<file path="config.mk">
export PLATFORM = sky130hd
export DESIGN_NAME = seg7_serial_rx
export DESIGN_NICKNAME = d
export VERILOG_FILES = /design/src/rtl/seg7_pkg.sv /design/src/rtl/seg7_sync_edge.sv /design/src/rtl/seg7_serial_rx.sv
export SDC_FILE = /design/constraint.sdc
export NUM_CORES = 1
export LEC_CHECK = 0
export BUFFER_PORTS_ARGS = -buffer_cell sky130_fd_sc_hd__buf_2
export CORE_MARGIN = 4
export CORE_UTILIZATION = 40
export CTS_CLUSTER_DIAMETER = 80
export CTS_CLUSTER_SIZE = 25
export DETAILED_ROUTE_END_ITERATION = 10
export PLACE_DENSITY = 0.7
export SLEW_MARGIN = 20
export SYNTH_ARGS = -nofsm -noshare
export SYNTH_HDL_FRONTEND = slang
export SYNTH_HIERARCHICAL = 1
export SYNTH_SLANG_ARGS = --single-unit
</file>
<file path="constraint.sdc">
create_clock -name i_clk -period 2.7 [get_ports i_clk]
set_input_delay 0.27 -clock i_clk [delete_from_list [all_inputs] [get_ports i_clk]]
set_output_delay 0.27 -clock i_clk [all_outputs]
set_load 0.01 [all_outputs]
</file>
<file path="src/rtl/seg7_pkg.sv">
// seg7_pkg: definitions shared by both ends of the 7-segment serial display link.
//   - frame_bits(): total bits in one frame (digits x bits per digit)
//   - SEG_0..SEG_9, SEG_BLANK: segment patterns for bits 6:0 (g..a)
//   - DP_BIT, SEG_A_BIT..SEG_G_BIT: bit positions inside one digit byte
//   - seg_to_bcd(): segment pattern to BCD with an invalid flag
package seg7_pkg;

   localparam int DP_BIT    = 7;
   localparam int SEG_A_BIT = 0;
   localparam int SEG_B_BIT = 1;
   localparam int SEG_C_BIT = 2;
   localparam int SEG_D_BIT = 3;
   localparam int SEG_E_BIT = 4;
   localparam int SEG_F_BIT = 5;
   localparam int SEG_G_BIT = 6;

   localparam logic [6:0] SEG_0     = 7'h3F;
   localparam logic [6:0] SEG_1     = 7'h06;
   localparam logic [6:0] SEG_2     = 7'h5B;
   localparam logic [6:0] SEG_3     = 7'h4F;
   localparam logic [6:0] SEG_4     = 7'h66;
   localparam logic [6:0] SEG_5     = 7'h6D;
   localparam logic [6:0] SEG_6     = 7'h7D;
   localparam logic [6:0] SEG_7     = 7'h07;
   localparam logic [6:0] SEG_8     = 7'h7F;
   localparam logic [6:0] SEG_9     = 7'h6F;
   localparam logic [6:0] SEG_BLANK = 7'h00;

   // Result of decoding one digit; invalid is set for blank or unknown patterns.
   typedef struct packed {
      logic       invalid;
      logic [3:0] bcd;
   } bcd_dec_t;

   function automatic int frame_bits(input int num_digits, input int bits_per_digit);
      return num_digits * bits_per_digit;
   endfunction

   // The dp bit is not part of the argument, so it can never affect the decode.
   function automatic bcd_dec_t seg_to_bcd(input logic [6:0] seg);
      bcd_dec_t r;
      r.invalid = 1'b0;
      case (seg)
         SEG_0:   r.bcd = 4'd0;
         SEG_1:   r.bcd = 4'd1;
         SEG_2:   r.bcd = 4'd2;
         SEG_3:   r.bcd = 4'd3;
         SEG_4:   r.bcd = 4'd4;
         SEG_5:   r.bcd = 4'd5;
         SEG_6:   r.bcd = 4'd6;
         SEG_7:   r.bcd = 4'd7;
         SEG_8:   r.bcd = 4'd8;
         SEG_9:   r.bcd = 4'd9;
         default: begin
            r.bcd     = 4'hF;
            r.invalid = 1'b1;
         end
      endcase
      return r;
   endfunction

endpackage

</file>
<file path="src/rtl/seg7_sync_edge.sv">
// seg7_sync_edge: SYNC_STAGES-deep synchronizer for one asynchronous input,
// followed by a history flop and a registered rising-edge pulse.
//   i_clk, i_reset : clock, asynchronous active-high reset
//   i_async        : asynchronous input
//   o_level        : synchronized level, delayed to line up with o_rise
//   o_rise         : one-cycle pulse per rising edge of i_async
module seg7_sync_edge #(
   parameter int SYNC_STAGES = 2
) (
   input  logic i_clk,
   input  logic i_reset,
   input  logic i_async,
   output logic o_level,
   output logic o_rise
);

   logic [SYNC_STAGES-1:0] r_sync;
   logic                   r_hist;
   logic                   r_rise;

   // Synchronizer chain, history flop and registered edge pulse.
   always_ff @(posedge i_clk or posedge i_reset) begin
      if (i_reset) begin
         r_sync <= {SYNC_STAGES{1'b0}};
         r_hist <= 1'b0;
         r_rise <= 1'b0;
      end else begin
         r_sync <= {r_sync[SYNC_STAGES-2:0], i_async};
         r_hist <= r_sync[SYNC_STAGES-1];
         r_rise <= r_sync[SYNC_STAGES-1] & ~r_hist;
      end
   end

   // r_hist was loaded from the same sample that produced r_rise, so a data
   // line read through o_level is aligned with the clock line's o_rise.
   assign o_level = r_hist;
   assign o_rise  = r_rise;

endmodule

</file>
<file path="src/rtl/seg7_serial_rx.sv">
// seg7_serial_rx: receive end of the 7-segment serial display link.
// Samples the asynchronous data/clock/latch trio in the i_clk domain, shifts
// data MSB first on serial clock rising edges and commits the frame on a latch
// rising edge when exactly FRAME_BITS bits arrived.
//   i_clk, i_reset      : system clock, asynchronous active-high reset
//   i_serial_data/clk/latch : asynchronous serial link inputs
//   o_digits            : committed frame, digit k at [8k+7:8k]
//   o_frame_valid       : one-cycle pulse on a good commit
//   o_frame_err         : one-cycle pulse on a latch with the wrong bit count
//   o_bit_count         : bits shifted since the last latch (saturates at FRAME_BITS+1)
// Optional macro SEG7_RX_BCD_DECODE_EN adds o_bcd / o_bcd_invalid, decoded
// from the committed frame.
module seg7_serial_rx
   import seg7_pkg::*;
#(
   parameter int NUM_DIGITS     = 6,
   parameter int BITS_PER_DIGIT = 8,
   parameter int SYNC_STAGES    = 2
) (
   input  logic                                             i_clk,
   input  logic                                             i_reset,
   input  logic                                             i_serial_data,
   input  logic                                             i_serial_clk,
   input  logic                                             i_serial_latch,
   output logic [NUM_DIGITS*BITS_PER_DIGIT-1:0]             o_digits,
   output logic                                             o_frame_valid,
   output logic                                             o_frame_err,
   output logic [$clog2(NUM_DIGITS*BITS_PER_DIGIT+2)-1:0]   o_bit_count
`ifdef SEG7_RX_BCD_DECODE_EN
   ,
   output logic [NUM_DIGITS*4-1:0]                          o_bcd,
   output logic [NUM_DIGITS-1:0]                            o_bcd_invalid
`endif
);

   localparam int FRAME_BITS = frame_bits(NUM_DIGITS, BITS_PER_DIGIT);
   localparam int CNT_W      = $clog2(FRAME_BITS + 2);
   localparam logic [CNT_W-1:0] CNT_FULL = CNT_W'(FRAME_BITS);
   localparam logic [CNT_W-1:0] CNT_OVR  = CNT_W'(FRAME_BITS + 1);

   logic                  w_data_level;
   logic                  w_sclk_rise;
   logic                  w_latch_rise;
   logic                  w_unused_data_rise;
   logic                  w_unused_sclk_level;
   logic                  w_unused_latch_level;

   logic [FRAME_BITS-1:0] r_shift;
   logic [CNT_W-1:0]      r_bit_count;
   logic [FRAME_BITS-1:0] r_digits;
   logic                  r_frame_valid;
   logic                  r_frame_err;

   logic [FRAME_BITS-1:0] w_shift_next;
   logic [CNT_W-1:0]      w_count_shifted;
   logic [CNT_W-1:0]      w_count_next;
   logic                  w_frame_good;
   logic                  w_frame_bad;

   seg7_sync_edge #(.SYNC_STAGES(SYNC_STAGES)) u_sync_data (
      .i_clk   (i_clk),
      .i_reset (i_reset),
      .i_async (i_serial_data),
      .o_level (w_data_level),
      .o_rise  (w_unused_data_rise)
   );

   seg7_sync_edge #(.SYNC_STAGES(SYNC_STAGES)) u_sync_sclk (
      .i_clk   (i_clk),
      .i_reset (i_reset),
      .i_async (i_serial_clk),
      .o_level (w_unused_sclk_level),
      .o_rise  (w_sclk_rise)
   );

   seg7_sync_edge #(.SYNC_STAGES(SYNC_STAGES)) u_sync_latch (
      .i_clk   (i_clk),
      .i_reset (i_reset),
      .i_async (i_serial_latch),
      .o_level (w_unused_latch_level),
      .o_rise  (w_latch_rise)
   );

   // Shift first, then judge the latch: a serial clock edge in the same cycle
   // as the latch edge is counted and included in the committed data.
   always_comb begin
      w_shift_next    = r_shift;
      w_count_shifted = r_bit_count;
      if (w_sclk_rise) begin
         w_shift_next = {r_shift[FRAME_BITS-2:0], w_data_level};
         if (r_bit_count != CNT_OVR) begin
            w_count_shifted = r_bit_count + CNT_W'(1);
         end else begin
            w_count_shifted = r_bit_count;
         end
      end else begin
         w_shift_next    = r_shift;
         w_count_shifted = r_bit_count;
      end
      w_frame_good = w_latch_rise & (w_count_shifted == CNT_FULL);
      w_frame_bad  = w_latch_rise & (w_count_shifted != CNT_FULL);
      if (w_latch_rise) begin
         w_count_next = {CNT_W{1'b0}};
      end else begin
         w_count_next = w_count_shifted;
      end
   end

   // Shift register, bit counter, committed frame and status pulses.
   always_ff @(posedge i_clk or posedge i_reset) begin
      if (i_reset) begin
         r_shift       <= {FRAME_BITS{1'b0}};
         r_bit_count   <= {CNT_W{1'b0}};
         r_digits      <= {FRAME_BITS{1'b0}};
         r_frame_valid <= 1'b0;
         r_frame_err   <= 1'b0;
      end else begin
         r_shift       <= w_shift_next;
         r_bit_count   <= w_count_next;
         r_frame_valid <= w_frame_good;
         r_frame_err   <= w_frame_bad;
         if (w_frame_good) begin
            r_digits <= w_shift_next;
         end else begin
            r_digits <= r_digits;
         end
      end
   end

   assign o_digits      = r_digits;
   assign o_frame_valid = r_frame_valid;
   assign o_frame_err   = r_frame_err;
   assign o_bit_count   = r_bit_count;

`ifdef SEG7_RX_BCD_DECODE_EN
   logic [NUM_DIGITS*4-1:0] w_bcd_next;
   logic [NUM_DIGITS-1:0]   w_bcd_inv_next;
   logic [NUM_DIGITS*4-1:0] r_bcd;
   logic [NUM_DIGITS-1:0]   r_bcd_invalid;

   // Decode the frame about to be committed, one digit at a time (dp dropped).
   always_comb begin
      w_bcd_next     = {(NUM_DIGITS*4){1'b0}};
      w_bcd_inv_next = {NUM_DIGITS{1'b0}};
      for (int k = 0; k < NUM_DIGITS; k++) begin
         {w_bcd_inv_next[k], w_bcd_next[k*4 +: 4]} =
            seg_to_bcd(w_shift_next[k*BITS_PER_DIGIT +: 7]);
      end
   end

   // BCD outputs follow o_digits: loaded only on a good commit.
   always_ff @(posedge i_clk or posedge i_reset) begin
      if (i_reset) begin
         r_bcd         <= {(NUM_DIGITS*4){1'b0}};
         r_bcd_invalid <= {NUM_DIGITS{1'b0}};
      end else if (w_frame_good) begin
         r_bcd         <= w_bcd_next;
         r_bcd_invalid <= w_bcd_inv_next;
      end else begin
         r_bcd         <= r_bcd;
         r_bcd_invalid <= r_bcd_invalid;
      end
   end

   assign o_bcd         = r_bcd;
   assign o_bcd_invalid = r_bcd_invalid;
`endif

endmodule

</file>
---- After elaboration in Yosys (flattened, before gate mapping) ----
Cells that the tools add are included.
storage, ports and cells
  register bits after elaboration ......... 115
  word-level logic and storage cells ...... 27
operators by class
  add/subtract/negate cells ............... 1
  eq/ne operators ......................... 3
  muxes and demuxes ....................... 4
  bitwise logic cells ..................... 6
operator list
  operator                                      number
  2-to-1 mux 48 bit                             1
  2-to-1 mux 6 bit                              3
  != test 6 bit (second input constant)         2
  adder 6 x 1 -> 6 bit (second input constant)  1
  equality test 6 bit (second input constant)   1
  AND 1 bit                                     4
  inverter 1 bit                                2

---- Depth between registers and ports, before layout ----
Gate-level depths: netlist (run 1).
  depth in word-level cells ............... 5
  gate-level depth with buffers ........... 9
  mapped depth without buffers ............ 7

---- By module ----
The synthesis (run 1) kept the hierarchy.
by module, submodules not included
  module          times used  cells an instance  area each (µm²)
  seg7_serial_rx  1           263                4116.4
  seg7_sync_edge  3           6                  117.6

---- Worst setup path after synthesis (run 1) ----
OpenSTA, ideal clock, no wires.
  path type ............................... register -> register
  start ................................... register r_bit_count[1], in the netlist o_bit_count[1]
  end ..................................... register r_digits[0], in the netlist o_digits[0]
  setup time .............................. 0.125 ns
  arrival ................................. 2.018 ns
  required time ........................... 2.575 ns
  slack ................................... 0.557 ns
  cell stages (with the launch flop) ...... 9
  path buffers ............................ 2
  period minus slack after synthesis ...... 2.143 ns
  cells stage by stage .................... dfrtp_1 > ha_1 > or2_2 > o21ai_1 > a41o_1 > nand3_2 > buf_6 > buf_6 > mux2_4
on the way
  cells in the longest elaborated chain, start to end .. 5
  elaborated cells on any way between the ends .. 6
  classes of those cells .................. add/sub (1); eq/ne (2); mux (2); bitwise (1)
RTL lines
  what                                                   line                                        text
  from (decl)                                            seg7_serial_rx.sv:49                        logic [CNT_W-1:0] r_bit_count;
  from (signal assigned)                                 seg7_serial_rx.sv:113                       r_bit_count <= {CNT_W{1'b0}};
  from (signal assigned)                                 seg7_serial_rx.sv:119                       r_bit_count <= w_count_next;
  adder 6 x 1 -> 6 bit or != test 6 bit (tied branches)  seg7_serial_rx.sv:92, seg7_serial_rx.sv:91
  2-to-1 mux 6 bit                                       seg7_serial_rx.sv:91                        if (r_bit_count != CNT_OVR) begin
  2-to-1 mux 6 bit (*)                                   seg7_serial_rx.sv:89                        if (w_sclk_rise) begin
  equality test 6 bit (*)                                seg7_serial_rx.sv:100                       w_frame_good = w_latch_rise & (w_count_shifted == CNT_FULL);
  AND 1 bit (*)                                          seg7_serial_rx.sv:100
  to (signal assigned)                                   seg7_serial_rx.sv:114                       r_digits <= {FRAME_BITS{1'b0}};
  to (signal assigned)                                   seg7_serial_rx.sv:123                       r_digits <= w_shift_next;
  to (signal assigned)                                   seg7_serial_rx.sv:125                       r_digits <= r_digits;
  to (decl)                                              seg7_serial_rx.sv:50                        logic [FRAME_BITS-1:0] r_digits;
Mark *: on every way between the ends. The rest lies on a longest branch, timed or not.
A chain may end at the register's enable or synchronous reset.

---- Worst setup path in the final report (run 1) ----
  start ................................... register r_bit_count[1], in the netlist o_bit_count[1]
  end ..................................... register r_digits[47], in the netlist o_digits[47]
Same word-level chain as after synthesis.

==> results of run 1 <==
flip-flops by register name, summed over array words and instances, names as in the netlist, 2 cells and up:
signal and flops:
o_bit_count 6, o_digits 48, r_shift 48, u_sync_data/r_sync 2, u_sync_latch/r_sync 2, u_sync_sclk/r_sync 2
timing repair:
| item | in CTS | in global routing |
|---|---|---|
| endpoints found under the setup margin | 0 | 0 |
| endpoints found under the hold margin | 56 | 0 |
| hold buffers | 4 | 0 |
how the worst min path moves through the flow:
| stage | startpoint | end | slack (ns) | cells past startpoint |
|---|---|---|---|---|
| after floorplan | i_reset | u_sync_data/o_level | 0.02 | 1 |
| after global placement | i_reset | u_sync_data/o_level | 0.18 | 2 |
| after detailed placement | i_reset | u_sync_data/o_level | 0.19 | 2 |
| after CTS | i_reset | u_sync_data/r_sync[1] | 0.21 | 3 |
| after global routing | i_reset | u_sync_data/r_sync[1] | 0.25 | 3 |
| final | i_reset | u_sync_data/r_sync[1] | 0.24 | 3 |
metal layers:
layer | part of all wire (%) | global-route usage (%) | routed length [µm]
met3 | 5.6 | 4.39 | 419
met1 | 44 | 16.1 | 3270
met4 | 1.3 | 5.77 | 98
met2 | 49 | 20.7 | 3630
met5 | 0 | 0 | 0
per-stage QoR:
stage	power, µW	setup WS, ns	hold WS, ns	instances
floorplan	2130	0.557	0.0236	279
global placement	2190	0.518	0.184	469
detailed placement	2210	0.407	0.188	469
CTS	4440	0.377	0.206	505
global route	4580	0.220	0.252	505
finish	4380	0.377	0.235	505
critical path, stage by stage, from the launching register on:
cell and delay [ns]:
dfrtp_1 0.48, inv_1 0.07, ha_1 0.21, a311oi_1 0.32
o31ai_1 0.15, a32oi_2 0.21, nand3_2 0.11, buf_4 0.28
mux2_4 0.34
area by class of cell:
type                       count  area share [%]
clock buffer                  19            7.84
inverter                       6           0.477
sequential                   115            52.3
clock inverter                13            2.89
multi-input combinational    141            26.1
tap                          140            3.18
timing repair buffer          71            7.14
cells in the final DEF, fill, tap and decap left out, types with 3 or more instances in the layout:
master / instances
mux2_2: 87
dlygate4sd3_1: 4
dfrtp_1: 114
nor2_1: 7
bufinv_16: 3
a21oi_1: 3
buf_2: 60
clkinvlp_4: 4
clkbuf_16: 16
buf_4: 7
nand2_1: 3
clkinv_2: 4
inv_1: 5
nand4_1: 3
mux2_4: 9
xor2_1: 4
power groups by stage:
stage	clock, µW	sequential (µW)	combinational (µW)
6_report	2200	1910	270
5_1_grt	2340	1930	307
4_1_cts	2260	1910	277
3_5_place_dp	0	1940	269
3_3_place_gp	0	1940	259
2_1_floorplan	0	1920	214
==> impl_metrics.yaml, run 1 <==
worst_setup_path:
  cp-start-kind: "register"
  rr_startpoint: "o_bit_count[1]"
  critPathLaunch: "o_bit_count[1]"
  crit_type: "reg2reg"
  crit_path_max_fanout: 27
  crit_required_ns: 3.08
  rrSetupSlack_ns: 0.38
  crit_arrival_ns: 2.70
  critPathCaptureType: "register"
  reg2reg_to: "o_digits[47]"
  r2r_cells: 8
  cp-endpoint: "o_digits[47]"
sta:
  timing.fmax_mhz: 430
  hold_viol: 0
  relSlewSlack_pct: 50.3
  drv_slew: 0
  fin_crit_sh_pct: 86.0
  tightest_slew_ns: 0.746
  tns_ns: 0
  grt_setup_unrepaired: "no"
  finalSetupViolCount: 0
  min_period_ns: 2.32
  clock-skew-final_ns: 0.00948
power_and_ir_drop:
  switchingPower_uw: 977
  switching_share_pct: 22.3
  intPower_uw: 3400
  power_frac_seq_pct: 43.6
  leakage_uw: 0.00293
  clkPwrFrac_pct: 50.2
  ir_worst_vdd_uv: 486
  comb_power_share_pct: 6.2
  powerDensity_mw_per_mm2: 796
clock_network:
  clk_latency_ns: 0.50
  clk_pin_slew_worst_paths_ns: 0.06
  clock-root-buffer: "clkbuf_8"
  post_cts_buffers: 0
  cts_tree: "yes"
  max-clock-path-buffers: 2
  clock-sinks: 115
  cts_made_buffers: 17
  cts_resized: 0
  htreeDepth: 4
drt:
  wirelength_um: 7420
  routedWlPerCell_um: 14.7
  drt.antenna.violating_nets: 0
  drt_iter0_markers: 57
  drtPass1Iterations: 4
  drc: 0
  route.vias.total: 2417
  vias_per_cell: 4.79
cells_and_area:
  layout.nets: 359
  drive_gt1_share_pct: 55.3
  multi_input_area_mm2: 0.00144
  fillCellCount: 914
  area_delta_synth_final_pct: 24.2
  design_area_mm2: 0.00550
  fin_util_pct: 50.8
  antenna_cells: 0
  regArea_mm2: 0.00288
place:
  dp_hpwl_um: 4760
  place_area_mm2: 0.00487
  portBuffers: 60
  gp_congestion: 0.814
grt:
  grt-ovfl-total: 0
  antenna_found_initial: 0
  grt_pass1_wl_um: 13100
  grt_max_degree: 63
  grt_util_all_layers_pct: 13.0
  grt_pass1_vias: 2718
synth:
  syn-cell-area_mm2: 0.00443
  synth_fp_nets: 286
  netlist_instances: 279
  avgSynthCellArea_um2: 15.9
  synth_warnings: 6
die:
  die_h_um: 113
  coreArea_mm2: 0.0108
  fp.dieW_um: 113
  row_count: 38
  ioPinCount: 61
  initial_core_util_pct: 40.9
  die-area_mm2: 0.0128
run:
  drv_cap: 0
worst_hold_path:
  hp-class: "in2async"
run_status:
  outcome: "complete, no violations"
No activity file was read; power rests on OpenSTA's default activity.
==> run 2, diff against run 1 <==
--- a/config.mk
+++ b/config.mk
@@ -7,11 +7,11 @@
 export LEC_CHECK = 0
 export BUFFER_PORTS_ARGS = -buffer_cell sky130_fd_sc_hd__buf_2
 export CORE_MARGIN = 4
-export CORE_UTILIZATION = 40
+export CORE_UTILIZATION = 51
 export CTS_CLUSTER_DIAMETER = 80
 export CTS_CLUSTER_SIZE = 25
 export DETAILED_ROUTE_END_ITERATION = 10
-export PLACE_DENSITY = 0.7
+export PLACE_DENSITY = 0.84
 export SLEW_MARGIN = 20
 export SYNTH_ARGS = -nofsm -noshare
 export SYNTH_HDL_FRONTEND = slang
==> run 2 against run 1 <==
Net effect: clock power rose by 5%; sequential share of layout area rose by 0.072 points; combinational power barely moved; count of clock-buffer cells in the layout rose by 3.
==> impl_metrics.yaml, run 2 (synthesis gave the netlist of run 1 again) <==
run_status:
  outcome: "complete, no violations"
place:
  dp.cells: 431
  dp_hpwl_um: 4720
  portBuffers: 60
  dpl_worst_slack_ns: 0.427
  gp_congestion: 0.870
  place_area_mm2: 0.00483
die:
  die-area_mm2: 0.0102
  initial_core_util_pct: 53.1
  fp.dieW_um: 101
  coreArea_mm2: 0.00834
  row_count: 33
  ioPinCount: 61
  die_h_um: 101
sta:
  tightest_slew_ns: 0.522
  finalSetupViolCount: 0
  drv_slew: 0
  grt_setup_unrepaired: "no"
  relSlewSlack_pct: 65.2
  setup_ws_ns: 0.397
  timing.fmax_mhz: 434
  clock-skew-final_ns: 0.00862
  min_period_ns: 2.30
  hold_viol: 0
  tns_ns: 0
  fin_crit_sh_pct: 85.3
clock_network:
  cts_tree: "yes"
  cts_resized: 0
  clock-sinks: 115
  cts_hold_buf: 4
  max-clock-path-buffers: 2
  post_cts_buffers: 0
  clk_pin_slew_worst_paths_ns: 0.05
  clk_latency_ns: 0.50
  cts_made_buffers: 17
  htreeDepth: 4
  clock-root-buffer: "clkbuf_8"
grt:
  antenna_found_initial: 0
  grt_pass1_wl_um: 12800
  grt_pass1_vias: 2588
  grt_util_all_layers_pct: 16.4
  grt_max_degree: 105
  grt-ovfl-total: 0
cells_and_area:
  drive_gt1_share_pct: 54.8
  final_common_cell: "dfrtp_1"
  layout.nets: 356
  final_cell_mix: "114 x dfrtp_1, 87 x mux2_2, 60 x buf_2, 16 x clkbuf_16, 9 x mux2_4"
  antenna_cells: 0
  final-instance-count-excl-fill: 466
  design_area_mm2: 0.00550
  fillCellCount: 580
  area_delta_synth_final_pct: 24.0
worst_setup_path:
  reg2reg_to: "o_digits[17]"
  crit_required_ns: 3.08
  critPathCaptureType: "register"
  r2r_cells: 7
  cp-start-kind: "register"
  rr_startpoint: "o_bit_count[0]"
  crit_path_max_fanout: 49
  crit_type: "reg2reg"
  rrSetupSlack_ns: 0.40
  crit_arrival_ns: 2.68
drt:
  drt.antenna.violating_nets: 0
  drtPass1Iterations: 3
  routedWlPerCell_um: 16.3
  drc: 0
  wirelength_um: 7610
  drt_iter0_markers: 120
  vias_per_cell: 5.21
  route.vias.total: 2429
power_and_ir_drop:
  ir_worst_vdd_uv: 488
  leakage_uw: 0.00295
  powerDensity_mw_per_mm2: 819
worst_hold_path:
  hp-class: "in2async"
run:
  drv_cap: 0
run 2: changes by cell type in the layout (fill, tap and decap cells not counted), sizes merged:
cell and delta:
buf -3, inv -1, bufinv +1, clkinv -2, clkbuf +3, clkinvlp -2
run 2: per-stage QoR:
step           utilization, %  hold WS, ns  total power, µW
2_1_floorplan               -       0.0236             2130
4_1_cts                  65.9        0.208             4550
5_1_grt                  65.9        0.245             4680
3_3_place_gp             57.9        0.191             2190
3_5_place_dp             57.9        0.193             2220
6_report                 65.9        0.219             4500
run 2: metal layers:
layer / share of wire (%) / GRT usage [%]
met4: 1.7 / 7.46
met3: 3.9 / 5.23
met5: 0 / 0
met1: 45 / 21.5
met2: 49 / 25.3
run 2: report_power, final:
group          total [µW]  switching [µW]  internal, µW
Sequential           1930            83.7          1840
Clock                2310             721          1590
Combinational         268             136           132
run 2: critical path, cell delays in order (launching register included):
cell and delay, ns:
dfrtp_1 0.51, ha_1 0.35, or2_2 0.30, o21ai_1 0.13
a41o_1 0.22, nand3_2 0.10, buf_12 0.21, mux2_2 0.32
run 2: how the worst max path moves through the flow:
| stage | depth (start not counted) | end | from | slack (ns) |
|---|---|---|---|---|
| 2_1_floorplan | 8 | o_digits[0] | o_bit_count[1] | 0.56 |
| 6_report | 7 | o_digits[17] | o_bit_count[0] | 0.40 |
| 3_3_place_gp | 7 | o_digits[40] | o_bit_count[0] | 0.51 |
| 4_1_cts | 7 | o_digits[46] | o_bit_count[0] | 0.42 |
| 3_5_place_dp | 7 | o_digits[46] | o_bit_count[0] | 0.43 |
| 5_1_grt | 7 | o_digits[24] | o_bit_count[0] | 0.27 |
run 2: cell type report:
type / instances / area, µm² / area share, %
Sequential cell: 115 / 2880 / 52.4
Tap cell: 105 / 131 / 2.39
Multi-Input combinational cell: 141 / 1440 / 26.2
Timing Repair Buffer: 68 / 395 / 7.19
Inverter: 6 / 26.3 / 0.478
Clock inverter: 9 / 151 / 2.76
Clock buffer: 22 / 473 / 8.61
==> run 3, diff against run 2 <==
--- a/config.mk
+++ b/config.mk
@@ -7,11 +7,11 @@
 export LEC_CHECK = 0
 export BUFFER_PORTS_ARGS = -buffer_cell sky130_fd_sc_hd__buf_2
 export CORE_MARGIN = 4
-export CORE_UTILIZATION = 51
+export CORE_UTILIZATION = 55
 export CTS_CLUSTER_DIAMETER = 80
 export CTS_CLUSTER_SIZE = 25
 export DETAILED_ROUTE_END_ITERATION = 10
-export PLACE_DENSITY = 0.84
+export PLACE_DENSITY = 0.86
 export SLEW_MARGIN = 20
 export SYNTH_ARGS = -nofsm -noshare
 export SYNTH_HDL_FRONTEND = slang
==> constraint.sdc (replaced) <==
create_clock -name i_clk -period 2.2 [get_ports i_clk]
set_input_delay 0.22 -clock i_clk [delete_from_list [all_inputs] [get_ports i_clk]]
set_output_delay 0.22 -clock i_clk [all_outputs]
set_load 0.01 [all_outputs]
==> run 3 against run 2 <==
Net effect: first-iteration DRC count shrank 39%; sequential share of layout area shrank 0.40 points; highest routed layer unchanged; cell area grew 0.82%; sequential cell count is the same; critical path depth shrank 1; via count grew 1.8%; critical endpoint is now o_digits[46]; fmax grew 8.5%; core utilization grew 5.4 points; clock power grew 8%; clock skew is essentially flat; total power grew 16%; final cell count grew 1.1%; largest power group unchanged.
==> impl_metrics.yaml, run 3 (synthesis gave the netlist of run 1 again) <==
worst_setup_path:
  critPathTopFamily: "simple AND/OR/NAND/NOR gates"
  crit_path_max_fanout: 13
  slowest_stage: "dfrtp_1"
  crit_arrival_ns: 2.50
  crit_type: "reg2reg"
  path_cells: "and3_1, nand4b_1, a32oi_2, nand3_4, clkbuf_16, mux2_4"
  critPathCaptureType: "register"
  crit_required_ns: 2.58
  cp-start-kind: "register"
  worstPathBufferInverterCount: 1
  max_stage_delay_ns: 0.56
grt:
  grt_max_degree: 50
  grt_pass1_vias: 2673
  antenna_found_initial: 0
  grt_util_all_layers_pct: 17.8
  grt-ovfl-total: 0
  grt_pass1_wl_um: 13300
die:
  row_count: 32
  initial_core_util_pct: 57.0
  coreArea_mm2: 0.00777
  ioPinCount: 61
  die_h_um: 97.8
  fp.dieW_um: 97.8
  die-area_mm2: 0.00956
power_and_ir_drop:
  comb_power_share_pct: 7.3
  ir_worst_vdd_uv: 609
  leakage_uw: 0.00296
  power_frac_seq_pct: 44.9
  powerDensity_mw_per_mm2: 945
  switchingPower_uw: 1170
  clkPwrFrac_pct: 47.8
  intPower_uw: 4060
  switching_share_pct: 22.4
drt:
  drt.antenna.violating_nets: 0
  routedWlPerCell_um: 17.4
  drtPass1Iterations: 4
  vias_per_cell: 5.25
  drt_iter0_markers: 73
  drc: 0
  wirelength_um: 8180
  route.vias.total: 2472
place:
  dp_hpwl_um: 4870
  portBuffers: 60
  dp.cells: 432
  place_area_mm2: 0.00487
  dpl_worst_slack_ns: 0.00637
  gp_congestion: 0.879
sta:
  fin_crit_sh_pct: 96.5
  relSlewSlack_pct: 56.7
  clock-skew-final_ns: 0.00824
  tns_ns: 0
  min_period_ns: 2.12
  finalSetupViolCount: 0
  setup_ws_ns: 0.0771
  timing.fmax_mhz: 471
  grt_setup_unrepaired: "no"
  drv_slew: 0
  tightest_slew_ns: 0.647
  hold_viol: 0
worst_hold_path:
  hp-class: "in2async"
cells_and_area:
  area_delta_synth_final_pct: 25.0
  final_common_cell: "dfrtp_1"
  final-instance-count-excl-fill: 471
  layout.nets: 363
  drive_gt1_share_pct: 56.9
  fin_util_pct: 71.3
  antenna_cells: 0
  design_area_mm2: 0.00554
  final_cell_mix: "113 x dfrtp_1, 87 x mux2_2, 60 x buf_2, 17 x clkbuf_16, 9 x mux2_4"
run:
  drv_cap: 0
clock_network:
  cts_made_buffers: 17
  max-clock-path-buffers: 2
  clk_pin_slew_worst_paths_ns: 0.05
  clock-root-buffer: "clkbuf_8"
  clock-sinks: 115
  htreeDepth: 4
  clk_latency_ns: 0.50
  cts_tree: "yes"
run_status:
  outcome: "complete, no violations"
run 3: changes by cell type in the layout (fill, tap and decap cells not counted), sizes merged:
cell      delta
buf          +6
bufinv       -3
clkbuf       +3
clkinvlp     +2
run 3: cell type report:
class                           count  area (µm²)
Sequential cell                   115        2880
Fill cell                         502        2230
Multi-Input combinational cell    141        1470
Timing Repair Buffer               75         482
Clock buffer                       24         480
Tap cell                          102         128
Clock inverter                      8        76.3
Inverter                            6        26.3
run 3: timing repair:
item                                   CTS  global route
buffers inserted                         0             1
setup endpoints to repair                4            48
cloned                                   0             2
pin swaps                                0             1
endpoints found under the hold margin   41             0
hold buffers                             4             0
resized for setup                        1             6
run 3: metrics by stage:
stage          power (µW)  hold slack [ns]
2_1_floorplan        2620          -0.0264
3_3_place_gp         2710            0.134
3_5_place_dp         2740            0.139
4_1_cts              5270            0.164
5_1_grt              5460            0.203
6_report             5230            0.178
run 3: worst min-delay path: cells and delay by family:
family | cells | cell delay [ns]
buffers and inverters | 3 | 0.79
run 3: worst paths after layout:
| check | start | end | slack [ns] | cells past startpoint |
|---|---|---|---|---|
| setup / recovery | o_bit_count[2] | o_digits[46] | 0.08 | 6 |
| hold / removal | i_reset | u_sync_data/o_level | 0.18 | 3 |
| setup reg to reg | o_bit_count[2] | o_digits[46] | 0.08 | 6 |
| hold reg to reg | u_sync_sclk/r_sync[0] | u_sync_sclk/r_sync[1] | 0.34 | 0 |
| max in group asynchronous | i_reset | o_bit_count[0] | 1.21 | 4 |
| min in group i_clk | u_sync_sclk/r_sync[0] | u_sync_sclk/r_sync[1] | 0.34 | 0 |
run 3: routing by layer:
metal / vias to the layer above / wire (µm) / GRT usage, % / share of wire [%]
met2: 56 / 4160 / 27.9 / 51
met4: 0 / 135 / 8.09 / 1.7
li1: 1140 / - / - / -
met1: 1266 / 3610 / 23.0 / 44
met3: 10 / 271 / 5.50 / 3.3
met5: - / 0 / 0 / 0
run 3: power by group through the flow:
stage	Sequential, µW	Clock (µW)	Combinational (µW)
after CTS	2350	2550	373
final	2350	2500	382
after global routing	2370	2660	425
after global placement	2370	0	344
after floorplan	2350	0	263
after detailed placement	2380	0	362
